--- src/rtl/inst_encoder_if.sv ---
// Bundle for inst_encoder: instruction-field inputs, address load, and the output FIFO head.
// The loader side uses the master modport; the encoder uses the slave modport.
interface inst_encoder_if #(
  parameter int COUNT_W = 16
);
  logic               i_valid;
  logic               o_ready;
  logic [2:0]         i_imm_sel;
  logic [6:0]         i_opcode;
  logic [4:0]         i_rd;
  logic [4:0]         i_rs1;
  logic [4:0]         i_rs2;
  logic [2:0]         i_funct3;
  logic [6:0]         i_funct7;
  logic [31:0]        i_imm;
  logic               i_addr_load;
  logic [31:0]        i_base_addr;
  logic               o_valid;
  logic               i_ready;
  logic [31:0]        o_inst;
  logic [31:0]        o_addr;
  logic               o_imm_err;
  logic               o_err_sticky;
  logic [COUNT_W-1:0] o_count;

  modport master (
    output i_valid, i_imm_sel, i_opcode, i_rd, i_rs1, i_rs2, i_funct3, i_funct7,
           i_imm, i_addr_load, i_base_addr, i_ready,
    input  o_ready, o_valid, o_inst, o_addr, o_imm_err, o_err_sticky, o_count
  );

  modport slave (
    input  i_valid, i_imm_sel, i_opcode, i_rd, i_rs1, i_rs2, i_funct3, i_funct7,
           i_imm, i_addr_load, i_base_addr, i_ready,
    output o_ready, o_valid, o_inst, o_addr, o_imm_err, o_err_sticky, o_count
  );
endinterface

--- src/rtl/inst_encoder.sv ---
// RISC-V instruction encoder: packs fields + immediate into a word, tags it with a byte address, queues it in a 2-entry FIFO.
// Optional immediate range checking is enabled by defining INST_ENC_RANGE_CHECK_EN.
module inst_encoder #(
  parameter logic [31:0] RESET_ADDR = 32'h0000_0000,
  parameter int          COUNT_W    = 16
) (
  input logic           i_clk,
  input logic           i_rst,
  inst_encoder_if.slave bus
);

  localparam logic [31:0] NOP = 32'h0000_0013;

  typedef struct packed {
    logic [31:0] addr;
    logic [31:0] inst;
    logic        err;
  } entry_t;

  entry_t             fifo_mem [2];
  logic [1:0]         wr_ptr;
  logic [1:0]         rd_ptr;
  logic [31:0]        addr_cnt;
  logic               err_sticky;
  logic [COUNT_W-1:0] count;

  logic        full;
  logic        empty;
  logic        push;
  logic        pop;
  logic [31:0] imm;
  logic [31:0] enc_inst;
  logic        bad_sel;
  logic        enc_err;
  entry_t      push_entry;

  assign imm   = bus.i_imm;
  // Extra wrap bit on each pointer tells full from empty when the indices match.
  assign empty = (wr_ptr == rd_ptr);
  assign full  = (wr_ptr[0] == rd_ptr[0]) && (wr_ptr[1] != rd_ptr[1]);
  assign push  = bus.i_valid && !full;
  assign pop   = !empty && bus.i_ready;

  always_comb begin
    enc_inst = NOP;
    bad_sel  = 1'b0;
    case (bus.i_imm_sel)
      3'd0: enc_inst = {imm[11:0], bus.i_rs1, bus.i_funct3, bus.i_rd, bus.i_opcode};
      3'd1: enc_inst = {bus.i_funct7, imm[4:0], bus.i_rs1, bus.i_funct3, bus.i_rd, bus.i_opcode};
      3'd2: enc_inst = {imm[11:5], bus.i_rs2, bus.i_rs1, bus.i_funct3, imm[4:0], bus.i_opcode};
      3'd3: enc_inst = {imm[12], imm[10:5], bus.i_rs2, bus.i_rs1, bus.i_funct3,
                        imm[4:1], imm[11], bus.i_opcode};
      3'd4: enc_inst = {imm[31:12], bus.i_rd, bus.i_opcode};
      3'd5: enc_inst = {imm[20], imm[10:1], imm[11], imm[19:12], bus.i_rd, bus.i_opcode};
      default: begin
        enc_inst = NOP;
        bad_sel  = 1'b1;
      end
    endcase
  end

`ifdef INST_ENC_RANGE_CHECK_EN
  logic chk_err;

  // Each format flags an immediate that its encoded bits cannot represent.
  always_comb begin
    chk_err = 1'b0;
    case (bus.i_imm_sel)
      3'd0, 3'd2: chk_err = !((&imm[31:11]) || !(|imm[31:11]));
      3'd1:       chk_err = |imm[31:5];
      3'd3:       chk_err = !((&imm[31:12]) || !(|imm[31:12])) || imm[0];
      3'd4:       chk_err = |imm[11:0];
      3'd5:       chk_err = !((&imm[31:20]) || !(|imm[31:20])) || imm[0];
      default:    chk_err = 1'b0;
    endcase
  end

  assign enc_err = bad_sel || chk_err;
`else
  assign enc_err = bad_sel;
`endif

  assign push_entry.addr = bus.i_addr_load ? bus.i_base_addr : addr_cnt;
  assign push_entry.inst = enc_inst;
  assign push_entry.err  = enc_err;

  always_ff @(posedge i_clk or posedge i_rst) begin
    if (i_rst) begin
      wr_ptr      <= 2'd0;
      rd_ptr      <= 2'd0;
      fifo_mem[0] <= '0;
      fifo_mem[1] <= '0;
      addr_cnt    <= RESET_ADDR;
      err_sticky  <= 1'b0;
      count       <= '0;
    end else begin
      if (push) begin
        fifo_mem[wr_ptr[0]] <= push_entry;
        wr_ptr              <= wr_ptr + 2'd1;
      end
      if (pop) begin
        rd_ptr <= rd_ptr + 2'd1;
      end
      // A load wins over the increment; a coincident accept consumes the loaded address.
      if (bus.i_addr_load) begin
        addr_cnt <= push ? bus.i_base_addr + 32'd4 : bus.i_base_addr;
      end else if (push) begin
        addr_cnt <= addr_cnt + 32'd4;
      end
      if (push && enc_err) begin
        err_sticky <= 1'b1;
      end else if (bus.i_addr_load) begin
        err_sticky <= 1'b0;
      end
      if (push && !(&count)) begin
        count <= count + COUNT_W'(1);
      end
    end
  end

  assign bus.o_ready      = !full;
  assign bus.o_valid      = !empty;
  assign bus.o_inst       = fifo_mem[rd_ptr[0]].inst;
  assign bus.o_addr       = fifo_mem[rd_ptr[0]].addr;
  assign bus.o_imm_err    = fifo_mem[rd_ptr[0]].err;
  assign bus.o_err_sticky = err_sticky;
  assign bus.o_count      = count;

endmodule

--- src/flat_wrapper.sv ---
// flat-port wrapper written by rule: the top's interface ports become plain ports
module inst_encoder_flat 
#(
  parameter logic [31:0] RESET_ADDR = 32'h0000_0000,
  parameter int          COUNT_W    = 16
)
  (i_clk, i_rst, bus_i_valid, bus_i_imm_sel, bus_i_opcode, bus_i_rd, bus_i_rs1, bus_i_rs2, bus_i_funct3, bus_i_funct7, bus_i_imm, bus_i_addr_load, bus_i_base_addr, bus_i_ready, bus_o_ready, bus_o_valid, bus_o_inst, bus_o_addr, bus_o_imm_err, bus_o_err_sticky, bus_o_count);
  inst_encoder_if #(.COUNT_W(COUNT_W)) bus_i ();
  input logic i_clk;
  input logic i_rst;
  input wire logic [$bits(bus_i.i_valid)-1:0] bus_i_valid;
  input wire logic [$bits(bus_i.i_imm_sel)-1:0] bus_i_imm_sel;
  input wire logic [$bits(bus_i.i_opcode)-1:0] bus_i_opcode;
  input wire logic [$bits(bus_i.i_rd)-1:0] bus_i_rd;
  input wire logic [$bits(bus_i.i_rs1)-1:0] bus_i_rs1;
  input wire logic [$bits(bus_i.i_rs2)-1:0] bus_i_rs2;
  input wire logic [$bits(bus_i.i_funct3)-1:0] bus_i_funct3;
  input wire logic [$bits(bus_i.i_funct7)-1:0] bus_i_funct7;
  input wire logic [$bits(bus_i.i_imm)-1:0] bus_i_imm;
  input wire logic [$bits(bus_i.i_addr_load)-1:0] bus_i_addr_load;
  input wire logic [$bits(bus_i.i_base_addr)-1:0] bus_i_base_addr;
  input wire logic [$bits(bus_i.i_ready)-1:0] bus_i_ready;
  output wire logic [$bits(bus_i.o_ready)-1:0] bus_o_ready;
  output wire logic [$bits(bus_i.o_valid)-1:0] bus_o_valid;
  output wire logic [$bits(bus_i.o_inst)-1:0] bus_o_inst;
  output wire logic [$bits(bus_i.o_addr)-1:0] bus_o_addr;
  output wire logic [$bits(bus_i.o_imm_err)-1:0] bus_o_imm_err;
  output wire logic [$bits(bus_i.o_err_sticky)-1:0] bus_o_err_sticky;
  output wire logic [$bits(bus_i.o_count)-1:0] bus_o_count;
  assign bus_i.i_valid = bus_i_valid;
  assign bus_i.i_imm_sel = bus_i_imm_sel;
  assign bus_i.i_opcode = bus_i_opcode;
  assign bus_i.i_rd = bus_i_rd;
  assign bus_i.i_rs1 = bus_i_rs1;
  assign bus_i.i_rs2 = bus_i_rs2;
  assign bus_i.i_funct3 = bus_i_funct3;
  assign bus_i.i_funct7 = bus_i_funct7;
  assign bus_i.i_imm = bus_i_imm;
  assign bus_i.i_addr_load = bus_i_addr_load;
  assign bus_i.i_base_addr = bus_i_base_addr;
  assign bus_i.i_ready = bus_i_ready;
  assign bus_o_ready = bus_i.o_ready;
  assign bus_o_valid = bus_i.o_valid;
  assign bus_o_inst = bus_i.o_inst;
  assign bus_o_addr = bus_i.o_addr;
  assign bus_o_imm_err = bus_i.o_imm_err;
  assign bus_o_err_sticky = bus_i.o_err_sticky;
  assign bus_o_count = bus_i.o_count;
  inst_encoder #(.RESET_ADDR(RESET_ADDR), .COUNT_W(COUNT_W)) u_core (.i_clk(i_clk), .i_rst(i_rst), .bus(bus_i));
endmodule
--- config.mk ---
export PLATFORM = sky130hd
export DESIGN_NAME = inst_encoder_flat
export DESIGN_NICKNAME = d
export VERILOG_FILES = /design/src/rtl/inst_encoder_if.sv /design/src/rtl/inst_encoder.sv /design/src/flat_wrapper.sv
export SDC_FILE = /design/constraint.sdc
export NUM_CORES = 1
export LEC_CHECK = 0
export ABC_AREA = 0
export CORE_MARGIN = 2
export CORE_UTILIZATION = 25
export CTS_BUF_LIST = sky130_fd_sc_hd__clkbuf_8
export CTS_CLUSTER_DIAMETER = 100
export DETAILED_ROUTE_END_ITERATION = 7
export GPL_TIMING_DRIVEN = 0
export PLACE_DENSITY = 0.46
export SYNTH_ARGS = -nofsm -noshare
export SYNTH_HDL_FRONTEND = slang
export SYNTH_SLANG_ARGS = --single-unit
--- constraint.sdc ---
create_clock -name i_clk -period 14.35 [get_ports i_clk]
set_input_delay 2.87 -clock i_clk [delete_from_list [all_inputs] [get_ports i_clk]]
set_output_delay 2.87 -clock i_clk [all_outputs]
set_load 0.02 [all_outputs]
# Word-level counts from Yosys, hierarchy flattened
# Index checks and enable logic that the tools add are counted.
dict set report word_totals {
  reg_bits 183
  out_inout_bits 84
  elab_cells 57
  in_bits 104
}
dict set report op_classes {
  mux 14
  magnitude_cmp 3
  eq_ne 8
  n_bitwise 2
  n_reduce_logical 14
  addsub 5
}
# operator count
set op_table {}
lappend op_table {{two-way mux 65 bit} 4}
lappend op_table {{case mux 32 bit (6 select lines)} 1}
lappend op_table {{bitwise mux 130 bit} 1}
lappend op_table {{two-way mux 32 bit} 4}
lappend op_table {{demux 65 bit (select 1 bit)} 1}
lappend op_table {{adder 32 x 3 -> 32 bit, second input constant} 2}
lappend op_table {{adder 16 x 1 -> 16 bit, second input constant} 1}
lappend op_table {{AND reduction 16 bit} 1}
lappend op_table {{== test 3 x 2 -> 1 bit, second input constant} 2}
lappend op_table {{== test 3 bit, second input constant} 2}
lappend op_table {{logical AND 1 bit} 6}
lappend op_table {{OR reduction 6 bit} 1}
lappend op_table {{adder 2 x 1 -> 2 bit, second input constant} 2}
lappend op_table {{>= comparator 2 bit, second input constant} 2}
lappend op_table {{NOT 1 -> 2 bit} 2}
lappend op_table {{nonzero test 2 bit} 2}
lappend op_table {{== test 3 x 1 -> 1 bit, second input constant} 1}
lappend op_table {{zero test 1 bit} 3}
lappend op_table {{zero test 3 bit} 1}
lappend op_table {{two-way mux 1 bit} 3}
lappend op_table {{== test 2 bit} 1}
lappend op_table {{less-than comparator 2 x 1 -> 1 bit, second input constant} 1}
lappend op_table {{== test 1 bit} 1}
lappend op_table {{inequality test 1 bit} 1}

# Longest topological paths before layout
# Gate-level depths: netlist of the first run.
dict set report depth {
  word_depth 6
  ltp_mapped 8
  ltp_nobuf 6
}

# Least setup slack after synthesis of the first run
# OpenSTA, ideal clock, no wires.
dict set report synth_path {
  path_kind {reg2out}
  start {reg u_core.rd_ptr[0]}
  end {out bus_o_addr[0]}
  required_time_ns 11.480
  arrival_ns 1.556
  slack_ns 9.924
  path_stages_with_launch 5
  cell_sequence {dfrtp_1 buf_2 clkbuf_1 clkbuf_1 mux2_2}
}
dict set report synth_via {
  elab_chain_len 4
}
# item line
set synth_rtl {}
lappend synth_rtl {{start, declared} inst_encoder.sv:22} ;# logic [1:0] rd_ptr;
lappend synth_rtl {{start signal, assigned} inst_encoder.sv:102} ;# rd_ptr <= rd_ptr + 2'd1;
lappend synth_rtl {{NOT 1 -> 2 bit (not written as such)} inst_encoder.sv:124} ;# assign bus.o_addr = fifo_mem[rd_ptr[0]].addr;
lappend synth_rtl {{two-way mux 65 bit (3 in a row)} --}
lappend synth_rtl {{end, declared} flat_wrapper.sv:26} ;# output wire logic [$bits(bus_i.o_addr)-1:0] bus_o_addr;
# No other way between the ends. The select of a mux whose other input is x is not followed.

# Worst setup path after layout of the first run
dict set report layout_path {
  start {reg u_core.rd_ptr[0]}
  end {out bus_o_addr[4]}
}
# Same word-level chain as after synthesis.

==> summary.txt, run 1 <==
STA
  • RSZ-0062 raised after global routing: false
  • Hold Violations, Final: 0
  • Max-slew headroom: 30.3%
  • Min Clock Period, post-route: 6060 ps
  • Fmax: 165 MHz
  • Fin Setup TNS: 0 ps
  • Final period util: 42.2%
  • Final worst setup slack: 8290 ps
  • Slew @ Worst Pin: 1040 ps
  • Final setup viols: 0
  • Max-slew violations: 0
  • Skew final: 15.8 ps

Worst setup path
  • CP required: 11480 ps
  • Worst-path maximum fanout: 10
  • Crit Path Category: reg2out
  • Critical path capture point type: output port
  • CP dominant cell by count: clkbuf_1
  • Startpoint Class: register
  • Ordered cell list for the critical path: buf_2, clkbuf_1, clkbuf_1, mux2_2, clkdlybuf4s50_1
  • Crit path DAT: 3190 ps
  • Crit-path slowest cell: clkbuf_1
  • Crit-path max cell delay: 610 ps

Floorplan
  • Io pins: 188
  • Core area: 37700 um2
  • DIE AREA: 39900 um2
  • Starting Density: 25.4%
  • Site Rows: 71
  • Die height: 200 um
  • Chip Width: 200 um

Pwr
  • Pleak: 5.22 nW
  • PnR Total Power: 2.42 mW
  • PD cells: 193 nW/um2
  • Worst VDD drop: 0.0778 mV

Logic synthesis
  • Post-synth EDFFs: 0
  • Library cells used by synthesis: 48
  • Ys flop type: dfrtp_1
  • Most common cell in the synthesized netlist: dfrtp_1
  • YS warnings: 0
  • Synth Area in Simple Gates: 15.4%
  • Async SR Flop Fraction: 100%
  • Area share of the largest cell type after synthesis: 47.8%
  • Synthesized-area fraction occupied by adder cells: 0.392%
  • Mux cell area share after synthesis: 15.6%
  • Syn avg cell area: 10.0 um2
  • Post-synthesis sequential area ratio: 47.8%
  • Area fraction in compound gates after synthesis: 10.7%
  • Post-synth top area cell: dfrtp_1
  • Synthesized cell area: 9580 um2
  • Mapped Cells: 956
  • #FFs+latches synth: 183
  • Post-synth net total: 1063
  • Xor and xnor area share after synthesis: 6.92%
  • Commonest cells post-synth: 183 x dfrtp_1, 160 x nand2_1, 128 x o21ai_0
  • Largest family of logic cells by synthesized area: multiplexers
  • Top cells by area, synth: dfrtp_1 48%, mux2_2 8.9%, o21ai_0 6.7%, mux2i_1 6.5%, nand2_1 6.3%

Clock tree
  • CTS tree: done
  • Root Buffer: clkbuf_8
  • Insertion delay to the later sink of the worst-skew pair: 490 ps
  • TritonCTS Buffers: 17
  • Postcts setup bufs: 0
  • Clk sinks: 183
  • Max clock buf depth: 2
  • Hold Buf Count CTS: 0
  • Resize count post-CTS: 0
  • Clock Pin Slew Worst Setup and Hold Paths: 90 ps
  • H-tree level count: 4

Layout
  • Diode count: 0
  • Nets: 1269
  • Area delta synth->final: 30.9%
  • Fin area: 12500 um2
  • Layout cell share with drive strength beyond 1: 12.7%
  • Final Core Density: 33.3%

Detailed routing
  • Total routed wirelength: 30.9 mm
  • Post-detailed-route wirelength per cell: 18.4 um
  • DR vias: 7793
  • Initial DRC count: 367
  • Via density: 4.63
  • DR DRC count: 0
  • DRT antenna net count: 0
  • DRT Pass-1 Iters: 5

Global routing
  • Met2 usage in global routing: 25.8%
  • Initial antenna violation count: 2
  • Met3 usage: 3.71%
  • Total GRT Usage: 15.9%
  • First-pass GRT wire length: 47.9 mm
  • Largest net degree at the start of global routing: 96
  • Remaining Overflow, GRT: 0
  • Number of global-route vias before repair: 7956
  • GR met1 Demand/Resource: 21.6%
  • GR peak layer: met2

Hold path
  • Hold Path Class: reg2reg

Run
  • Max_cap viols: 0

Placed design
  • Placed instance area: 12100 um2
  • Final HPWL from detailed placement: 22.4 mm
  • IO Port Bufs: 186
  • Pre-CTS WS: 8730 ps
  • GPL Wtd Cong: 0.793

Status
  • Outcome: complete, no violations
==> logic make-up (layout without fill, tap and decap cells) <==
logic type	after synthesis	count (layout)
compound gates	185	185
xor+xnor	74	74
fa+ha+maj	3	3
buf+inv	71	288
flops	183	183
mux	139	139
simple gates	301	301
==> layout make-up <==
cell class	count	area [um2]
Clock inverter	10	154
Timing Repair Buffer	187	1890
Sequential cell	183	4580
Tap cell	511	639
Clock buffer	20	275
Fill cell	4024	25100
Buffer	59	262
Multi-Input combinational cell	702	4700
Inverter	12	52.6
==> power breakdown <==
part,total (mW),internal [mW],switching (mW)
Sequential,0.826,0.712,0.114
Combinational,1.20,0.531,0.667
Clock,0.396,0.200,0.195
Total,2.42,1.44,0.976
==> flip-flops by register name (all words and copies together) (netlist names) <==
| register | flops |
|---|---|
| u_core.addr_cnt | 32 |
| u_core.bus.o_count | 16 |
| u_core.bus.o_err_sticky | 1 |
| u_core.fifo_mem | 130 |
| u_core.rd_ptr | 2 |
| u_core.wr_ptr | 2 |
==> stage by stage <==
stage / hold WS (ps) / cells
finish: 482 / 1684
global route: 512 / 1684
CTS: 486 / 1684
detailed placement: 466 / 1654
global placement: 456 / 1653
floorplan: 444 / 956
==> cells in the final DEF (no fill, tap or decap), drive strengths merged, types with 2 or more instances in the layout <==
master,synthesis,layout
xnor2,25,25
o21ai,131,131
nand2,160,160
bufinv,0,4
ha,3,3
and4,5,5
o22a,5,5
nor2b,13,13
nor2,20,20
nor3,9,9
nand4,36,36
or4b,2,2
and3,9,9
nand4b,2,2
nand3,29,29
xor2,49,49
nor4,6,6
clkbuf,28,48
a22oi,16,16
o211ai,4,4
dfrtp,183,183
mux2i,62,62
inv,12,14
clkdlybuf4s50,0,186
a21oi,24,24
buf,31,32
and2,5,5
mux2,76,76
clkinv,0,3
==> metal layers <==
layer / up-vias / part of all wire [%]
met5: - / 0.074
met4: 4 / 1.3
met3: 31 / 4.1
met2: 134 / 47
met1: 3864 / 47
li1: 3760 / -
==> critical path: cells and delay by family (launching register included) <==
kind | cells | cell delay [ps]
DFF | 1 | 320
buffers and inverters | 4 | 1920
muxes | 1 | 450
==> final timing paths <==
path | startpoint | endpoint | slack, ps | depth (start not counted)
worst max-delay path | u_core.rd_ptr[0] | bus_o_addr[4] | 8290 | 5
worst min-delay path | u_core.fifo_mem[58] | u_core.fifo_mem[58] | 480 | 2
worst max register to register | u_core.rd_ptr[0] | u_core.fifo_mem[48] | 11780 | 7
worst min register to register | u_core.fifo_mem[58] | u_core.fifo_mem[58] | 480 | 2
max in group asynchronous | i_rst | u_core.fifo_mem[124] | 10510 | 3
min in group asynchronous | i_rst | u_core.fifo_mem[34] | 2890 | 2
(Power assumes the default switching activity.)
==> run 2, diff against run 1 <==
==> constraint.sdc (replaced) <==
create_clock -name i_clk -period 6.1 [get_ports i_clk]
set_input_delay 1.22 -clock i_clk [delete_from_list [all_inputs] [get_ports i_clk]]
set_output_delay 1.22 -clock i_clk [all_outputs]
set_load 0.02 [all_outputs]
==> run 2 against run 1 <==
Compared with the run above: setup slack worse by 6600 ps; core utilization up 0.25 points; final cell count up 0.48%; critical path type unchanged; sequential share of layout area down 0.27 points; worst hold slack worse by 1.6 ps; die area unchanged; register-to-register slack worse by 8300 ps.
==> summary.txt, run 2 (synthesis results as in run 1) <==
Placed design
  • Pre-CTS WS: 2130 ps (-6600 ps)
  • GPL Wtd Cong: 0.758 (-4.4%)
  • IO Port Bufs: 186 (unchanged)
  • Final HPWL from detailed placement: 22.9 mm (+2.4%)

Floorplan
  • Site Rows: 71 (unchanged)
  • Io pins: 188 (unchanged)
  • Core area: 37700 um2 (unchanged)
  • DIE AREA: 39900 um2 (unchanged)
  • Die height: 200 um (unchanged)
  • Chip Width: 200 um (unchanged)
  • Starting Density: 25.4% (unchanged)

Worst setup path
  • Reg2reg end: u_core.fifo_mem[48]
  • Critical path capture point type: output port
  • Crit path DAT: 3170 ps (-20 ps)
  • CP startpoint: u_core.rd_ptr[0]
  • CP required: 4880 ps (-6600 ps)
  • Worst Reg-to-Reg Cells: 7 (unchanged)
  • Reg2reg setup slack: 3510 ps (-8270 ps)
  • CP endpoint: bus_o_addr[4]
  • Crit Path Category: reg2out
  • Startpoint Class: register
  • Worst reg2reg startpoint: u_core.rd_ptr[0]
  • Worst-path maximum fanout: 10 (unchanged)

Pwr
  • Clock network fraction of total power: 16.1% (-0.3 points)
  • Pleak: 5.26 nW (+0.70%)
  • Worst VDD drop: 0.166 mV (+110%)
  • Psw: 2.32 mW (+140%)
  • PD cells: 450 nW/um2 (+130%)
  • Switching Fraction: 40.8% (+0.44 points)
  • Internal power: 3.37 mW (+130%)
  • Seq pwr share: 34.1% (about the same)
  • Gate power share: 49.8% (+0.3 points)

Clock tree
  • H-tree level count: 4 (unchanged)
  • CTS tree: done
  • Hold Buf Count CTS: 0 (unchanged)
  • Clock Pin Slew Worst Setup and Hold Paths: 100 ps (about the same)
  • Resize count post-CTS: 0 (unchanged)
  • Clk sinks: 183 (unchanged)
  • Postcts setup bufs: 0 (unchanged)
  • Insertion delay to the later sink of the worst-skew pair: 500 ps (about the same)
  • Root Buffer: clkbuf_8
  • TritonCTS Buffers: 17 (unchanged)
  • Max clock buf depth: 2 (unchanged)

STA
  • Max-slew headroom: 32.8% (+2.6 points)
  • Final worst setup slack: 1710 ps (-6570 ps)
  • RSZ-0062 raised after global routing: false
  • Min Clock Period, post-route: 4390 ps
  • Skew final: 12.7 ps (-3.12 ps)
  • Final setup viols: 0 (unchanged)
  • Slew @ Worst Pin: 1000 ps (-38.1 ps)
  • Final period util: 71.9%
  • Max-slew violations: 0 (unchanged)
  • Hold Violations, Final: 0 (unchanged)
  • Fin Setup TNS: 0 ps (unchanged)
  • Fmax: 228 MHz

Detailed routing
  • Total routed wirelength: 31.0 mm (+0.31%)
  • DR DRC count: 0 (unchanged)
  • DR vias: 7783 (-0.13%)
  • Post-detailed-route wirelength per cell: 18.3 um (-0.16%)
  • DRT antenna net count: 0 (unchanged)
  • DRT Pass-1 Iters: 5 (unchanged)
  • Via density: 4.60 (-0.60%)
  • Initial DRC count: 373 (+1.6%)

Hold path
  • Hold Path Class: reg2reg
  • Hold path depth: 2 (unchanged)

Global routing
  • Number of global-route vias before repair: 7921 (-0.44%)
  • First-pass GRT wire length: 47.5 mm (-0.69%)
  • Initial antenna violation count: 2 (unchanged)
  • Largest net degree at the start of global routing: 40 (-58%)
  • Total GRT Usage: 15.8% (-0.11 points)
  • Remaining Overflow, GRT: 0 (unchanged)

Layout
  • Max reg flops: 130 (unchanged)
  • Most common cell after layout, fill and taps aside: clkdlybuf4s50_1
  • Nets: 1274 (+0.39%)
  • Area delta synth->final: 31.9%
  • Layout cell share with drive strength beyond 1: 13.4% (+0.69 points)
  • Fillers: 3988 (-0.89%)
  • Most frequent cells in the layout: 186 x clkdlybuf4s50_1, 183 x dfrtp_1, 160 x nand2_1
  • Biggest register: u_core.fifo_mem

Status
  • Outcome: complete, no violations

Run
  • Max_cap viols: 0 (unchanged)
run 2: per-layer routing:
layer | vias up | part of all wire, % | GRT usage [%] | routed length [um]
met2 | 130 | 47 | 26.0 | 14500
met5 | - | 0.035 | 0 | 11
met1 | 3857 | 48 | 21.5 | 14900
met3 | 20 | 3.9 | 2.94 | 1200
met4 | 2 | 1.1 | 3.84 | 353
li1 | 3774 | - | - | -
run 2: worst max-delay path: stages, from the launching register on:
cell and delay (ps):
dfrtp_1 330, buf_2 160, clkbuf_1 570, clkbuf_1 610
mux2_2 450, clkdlybuf4s50_1 550
run 2: power by group through the flow:
stage / sequential (mW) / combinational [mW] / clock (mW)
CTS: 1.94 / 2.90 / 0.952
global placement: 1.96 / 2.86 / 0
global route: 2.01 / 3.10 / 1.00
finish: 1.94 / 2.83 / 0.914
detailed placement: 1.97 / 2.89 / 0
floorplan: 1.93 / 1.65 / 0
run 2: cell type report:
cell class,count,area [um2],share of cell area [%]
antenna,1,2.50,0.0198
sequential,183,4580,36.2
clock buffer,20,275,2.18
buffer,59,262,2.07
inverter,12,48.8,0.386
tap,511,639,5.06
multi-input combinational,702,4700,37.1
clock inverter,12,149,1.18
timing repair buffer,192,1990,15.7
run 2: worst min path at each step:
stage	startpoint	endpoint
after floorplan	u_core.fifo_mem[0]	u_core.fifo_mem[0]
after global placement	u_core.fifo_mem[26]	u_core.fifo_mem[26]
after detailed placement	u_core.fifo_mem[58]	u_core.fifo_mem[58]
after CTS	u_core.fifo_mem[58]	u_core.fifo_mem[58]
after global routing	u_core.fifo_mem[120]	u_core.fifo_mem[120]
final	u_core.fifo_mem[124]	u_core.fifo_mem[124]
run 2: through the flow:
step	cell area, um2	utilization, %	instances	hold WS (ps)	total power, mW
global placement	12100	32.1	1653	457	4.82
finish	12600	33.6	1692	480	5.69
detailed placement	12200	32.4	1659	465	4.85
CTS	12600	33.6	1691	487	5.79
floorplan	9590	-	956	444	3.58
global route	12600	33.6	1691	507	6.11
